`src/rtl/fifo_fwft_reader_pkg.sv`:
```
// Shared types and helpers for the FWFT FIFO block reader.
//   state_t  : reader FSM states (IDLE, READ)
//   calc_lw  : width of a length/count field able to hold 0..max_words
package fifo_fwft_reader_pkg;

  typedef enum logic {
    IDLE = 1'b0,
    READ = 1'b1
  } state_t;

  // Bits needed to represent every value from 0 to max_words inclusive.
  function automatic int unsigned calc_lw(input int unsigned max_words);
    return $clog2(max_words + 1);
  endfunction

endpackage

```
`src/rtl/fifo_fwft_reader.sv`:
```
// Reads one block of up to MAX_BLOCK_SIZE words from a first-word-fall-through
// FIFO and presents the captured block as a flat vector.
//
// Build option: define FIFO_FWFT_READER_THROTTLE_EN to add the gap input,
// which holds rden low for gap cycles after every pop.
//
// Ports
//   clk     : clock, rising edge
//   rst     : asynchronous active-low reset
//   din     : FIFO head word, valid while empty is low
//   empty   : FIFO empty flag
//   rden    : FIFO pop (combinational)
//   start   : one-cycle request to read a block
//   length  : words requested, sampled when start is accepted in IDLE
//   busy    : block read in progress
//   done    : one-cycle pulse after the block completes
//   count   : words captured in the current or last block
//   data_o  : captured block, word i at [i*WIDTH +: WIDTH]
//   gap     : (throttle build only) idle cycles forced after each pop
module fifo_fwft_reader
  import fifo_fwft_reader_pkg::*;
#(
  parameter int unsigned  WIDTH          = 32,
  parameter int unsigned  MAX_BLOCK_SIZE = 32,
  localparam int unsigned LW             = calc_lw(MAX_BLOCK_SIZE)
) (
  input  logic                            clk,
  input  logic                            rst,
  input  logic [WIDTH-1:0]                din,
  input  logic                            empty,
  output logic                            rden,
  input  logic                            start,
  input  logic [LW-1:0]                   length,
  output logic                            busy,
  output logic                            done,
  output logic [LW-1:0]                   count,
  output logic [MAX_BLOCK_SIZE*WIDTH-1:0] data_o
`ifdef FIFO_FWFT_READER_THROTTLE_EN
  ,
  input  logic [3:0]                      gap
`endif
);

  localparam logic [LW-1:0] MAX_LEN = LW'(MAX_BLOCK_SIZE);

  state_t                            r_state;
  state_t                            w_state_nxt;
  logic   [LW-1:0]                   r_len;
  logic   [LW-1:0]                   r_count;
  logic                              r_done;
  logic   [MAX_BLOCK_SIZE*WIDTH-1:0] r_data;

  logic                              w_permit;
  logic                              w_pop;
  logic                              w_accept;
  logic                              w_zero_req;
  logic                              w_last;
  logic   [LW-1:0]                   w_len_clamped;

`ifdef FIFO_FWFT_READER_THROTTLE_EN
  // Cool-down counter: loaded with gap on each pop, pops allowed only at zero.
  logic [3:0] r_gap_cnt;

  always_ff @(posedge clk or negedge rst) begin
    if (!rst) begin
      r_gap_cnt <= 4'd0;
    end else if (w_pop) begin
      r_gap_cnt <= gap;
    end else if (r_gap_cnt != 4'd0) begin
      r_gap_cnt <= r_gap_cnt - 4'd1;
    end
  end

  assign w_permit = (r_gap_cnt == 4'd0);
`else
  assign w_permit = 1'b1;
`endif

  // Oversized requests are trimmed to the capture buffer depth.
  assign w_len_clamped = (length > MAX_LEN) ? MAX_LEN : length;

  // State register.
  always_ff @(posedge clk or negedge rst) begin
    if (!rst) begin
      r_state <= IDLE;
    end else begin
      r_state <= w_state_nxt;
    end
  end

  // Next state and per-cycle control strobes.
  always_comb begin
    w_state_nxt = r_state;
    w_pop       = 1'b0;
    w_accept    = 1'b0;
    w_zero_req  = 1'b0;
    w_last      = 1'b0;
    case (r_state)
      IDLE: begin
        if (start) begin
          if (length == '0) begin
            w_zero_req = 1'b1;
          end else begin
            w_accept    = 1'b1;
            w_state_nxt = READ;
          end
        end
      end
      READ: begin
        // start is deliberately not looked at here.
        w_pop  = ~empty & (r_count < r_len) & w_permit;
        w_last = w_pop & ((r_count + LW'(1)) == r_len);
        if (w_last) begin
          w_state_nxt = IDLE;
        end
      end
      default: begin
        w_state_nxt = IDLE;
      end
    endcase
  end

  // Block length, capture buffer, word count and completion pulse.
  always_ff @(posedge clk or negedge rst) begin
    if (!rst) begin
      r_len   <= '0;
      r_count <= '0;
      r_data  <= '0;
      r_done  <= 1'b0;
    end else begin
      r_done <= w_last | w_zero_req;
      if (w_accept) begin
        r_len   <= w_len_clamped;
        r_count <= '0;
        r_data  <= '0;
      end else if (w_zero_req) begin
        r_count <= '0;
      end else if (w_pop) begin
        r_data[int'(r_count) * WIDTH +: WIDTH] <= din;
        r_count <= r_count + LW'(1);
      end
    end
  end

  assign rden   = w_pop;
  assign busy   = (r_state == READ);
  assign done   = r_done;
  assign count  = r_count;
  assign data_o = r_data;

endmodule

```
`config.mk`:
```
export PLATFORM = sky130hd
export DESIGN_NAME = fifo_fwft_reader
export DESIGN_NICKNAME = d
export VERILOG_FILES = /design/src/rtl/fifo_fwft_reader_pkg.sv /design/src/rtl/fifo_fwft_reader.sv
export SDC_FILE = /design/constraint.sdc
export NUM_CORES = 2
export LEC_CHECK = 0
export CAP_MARGIN = 40
export CORE_AREA = 2 2 421 423
export CTS_CLUSTER_SIZE = 30
export DETAILED_ROUTE_END_ITERATION = 10
export DIE_AREA = 0 0 423 425
export PLACE_DENSITY = 0.44
export SYNTH_ARGS = -nofsm -noshare
export SYNTH_HDL_FRONTEND = slang
export SYNTH_SLANG_ARGS = --single-unit
```
`constraint.sdc`:
```
create_clock -name clk -period 4.03 [get_ports clk]
set_input_delay 0.806 -clock clk [delete_from_list [all_inputs] [get_ports clk]]
set_output_delay 0.806 -clock clk [all_outputs]
set_load 0.01 [all_outputs]
```
==> results by group <==
Synth
  – Sequential share of the synthesized area: 63.0%
  – Syn Nets: 3394
  – Distinct cells, synth: 63
  – EDFF count, synth: 0
  – Leading area contributor after synthesis: dfrtp_1
  – Mapped Area: 41200 um^2
  – Main flop type after synthesis: dfrtp_1
  – Synth top area cells: dfrtp_1 (63%), mux2i_1 (11%), a22o_1 (9.2%)
  – Post-synth top area share: 63.0%
  – Syn Area/Cell: 12.3 um^2
  – Warnings from Yosys: 0
  – Cells after synthesis: 3343
  – Count leader, synth: dfrtp_1
  – Asr flop ratio synth: 100%
  – Most frequent cells after synthesis: dfrtp_1 (1038), nand2_1 (639), mux2i_1 (459)
  – #FFs+latches synth: 1038

Floorplan
  – DIE AREA: 180000 um^2
  – Die width: 423 um
  – Initial core utilization: 23.5%
  – Core ar.: 175000 um^2
  – Die H: 425 um
  – I/O pins: 1075
  – Std cell rows: 154

Clock tree
  – CTS root buffer: clkbuf_16
  – Htree depth: 4
  – Post-CTS setup buffer count: 0
  – Clock Sinks: 1038
  – Num CTS Buffers: 131
  – Hold_buf cts: 0
  – Worst skew pair latency: 0.79 ns
  – Post-CTS Resized: 0
  – CTS tree: yes
  – Clock transition at path regs: 0.06 ns
  – Clk buf depth: 3

Worst setup path
  – FF-to-FF End: data_o[428]
  – CP max FO: 7
  – Reg2reg setup slack: 0.57 ns
  – Critical Path RT: 3.22 ns
  – Crit-path max cell delay: 0.47 ns
  – Worst Reg-to-Reg Cells: 8
  – Endpoint class of the critical path: output port
  – Worst path arrival time: 2.81 ns
  – Worst-path cell chain: buf_4 > ha_1 > nor2b_1 > o31ai_1 > a21oi_4 > inv_6 > buf_12
  – Startpoint type of the worst setup path: register
  – WS Path Type: reg -> out
  – Slowest CP cell: dfrtp_1
  – Worst reg2reg path startpoint: count[0]

Detailed routing
  – Via density: 4.78
  – Wire per inst: 32.3 um
  – Routed Antenna Nets: 0
  – Residual DRC: 0
  – Drt first pass iters: 7
  – Initial DRC Count: 2861
  – Final wirelength: 222000 um
  – Via count: 32.8k

Finish
  – Layout area overhead: 46.2%
  – Layout cells sized above 1: 10.8%
  – Design Area, Final: 60300 um^2
  – Final net count: 4464

Power and ir drop
  – Leakage: 27.1 nW
  – Maximum VDD drop: 0.000496 V
  – PD cells: 692 nW/um^2

Placement
  – Final estimated routing congestion in global placement: 0.802
  – Post-DP Area: 55800 um^2
  – DP HPWL: 153000 um
  – IO Port Bufs: 1074

STA
  – Final min period: 3.61 ns
  – Setup violators final: 0
  – Final Max Tran Viols: 0
  – RSZ-0062 raised after global routing: false
  – Worst-margin pin slew: 0.868 ns
  – Relative slew slack: 42.2%
  – Setup TNS: 0 ns
  – Final hold slack: 0.0590 ns
  – Period utilization: 89.7%
  – Fmax: 0.277 GHz
  – Final Hold Fails: 0
  – Clock skew: 0.0296 ns

GRT
  – Most used routing layer: met2
  – GR Util All Layers: 24.0%
  – M2 GR Usage: 40.0%
  – Largest net degree at the start of global routing: 123
  – GR Util met1: 29.4%
  – Congestion Overflow GR: 0
  – Grt met3 use: 5.57%
  – Number of global-route vias before repair: 33.5k
  – Global-route wire length before repair: 300000 um
  – Antenna violations before repair: 30

Hold path
  – Hold Crit Class: in -> async

Outcome
  – Run status: finished, final reports clean

Run
  – Max-cap violations: 0
## flip-flops by register name, indices dropped and copies added, names as in the netlist
name    cells
count       6
done        1
r_len       6
data_o   1024
busy        1
## logic make-up after synthesis
group           count (synthesis)  synth area share [%]
fa+ha+maj                       9                 0.273
compound gates                624                  12.6
mux                           461                  11.2
simple gates                  843                  8.78
xor+xnor                       12                 0.291
buf+inv                       356                  3.86
flops                        1038                  63.0
## power breakdown
part / switching (mW) / internal, mW
sequential: 1.44 / 12.7
combinational: 8.73 / 6.53
clock: 5.07 / 7.28
total: 15.2 / 26.5
## worst max-delay path, delay by kind of cell, from the launching register on
| kind | cells | cell delay, ns |
|---|---|---|
| compound gates | 2 | 0.63 |
| buf+inv | 3 | 0.51 |
| flops | 1 | 0.47 |
| fa+ha+maj | 1 | 0.28 |
| simple gates | 1 | 0.13 |
## metrics by stage
stage               worst slack [ns]  total power [mW]  utilization, %  std cells
floorplan                      0.921              20.0               -       3343
global placement               0.341              29.5            31.8       6613
detailed placement             0.433              29.6            31.8       6620
CTS                            0.351              42.2            34.4       6853
global route                   0.307              43.5            34.4       6855
finish                         0.417              41.7            34.4       6859
## cell usage in the layout (no fill, tap or decap), types with 19 or more instances in the layout
master,synthesis,final
nand2_1,639,639
a22o_1,432,432
buf_2,95,30
nand3_1,84,79
inv_1,31,31
clkbuf_16,0,132
mux2i_1,459,459
o21ai_0,67,67
clkdlybuf4s50_1,0,1042
buf_12,0,63
dfrtp_1,1038,1038
buf_4,33,112
clkbuf_1,174,27
o2bb2ai_1,59,59
nand4_1,19,19
clkbuf_8,0,22
## routing by layer
| layer | part of all wire [%] | wire (um) |
|---|---|---|
| met3 | 6.2 | 13700 |
| met5 | 0.029 | 64 |
| met2 | 49 | 108000 |
| met1 | 40 | 88800 |
| met4 | 5.0 | 11200 |
## layout make-up
class / count / area, um^2
clock buffers: 181 / 3710
diodes: 6 / 15.0
multi-input cells: 1949 / 14000
inverters: 42 / 163
repair buffers: 1251 / 12700
flip-flops and latches: 1038 / 26000
clock inverters: 52 / 762
well taps: 2340 / 2930
fillers: 17600 / 115000
## worst max path at each step
stage | end | start | slack (ns)
2_1_floorplan | rden | empty | 0.92
3_3_place_gp | data_o[163] | count[1] | 0.34
3_5_place_dp | data_o[643] | empty | 0.43
4_1_cts | rden | count[1] | 0.35
5_1_grt | rden | count[1] | 0.31
6_report | rden | count[1] | 0.42
No activity file was read; power rests on OpenSTA's default activity.
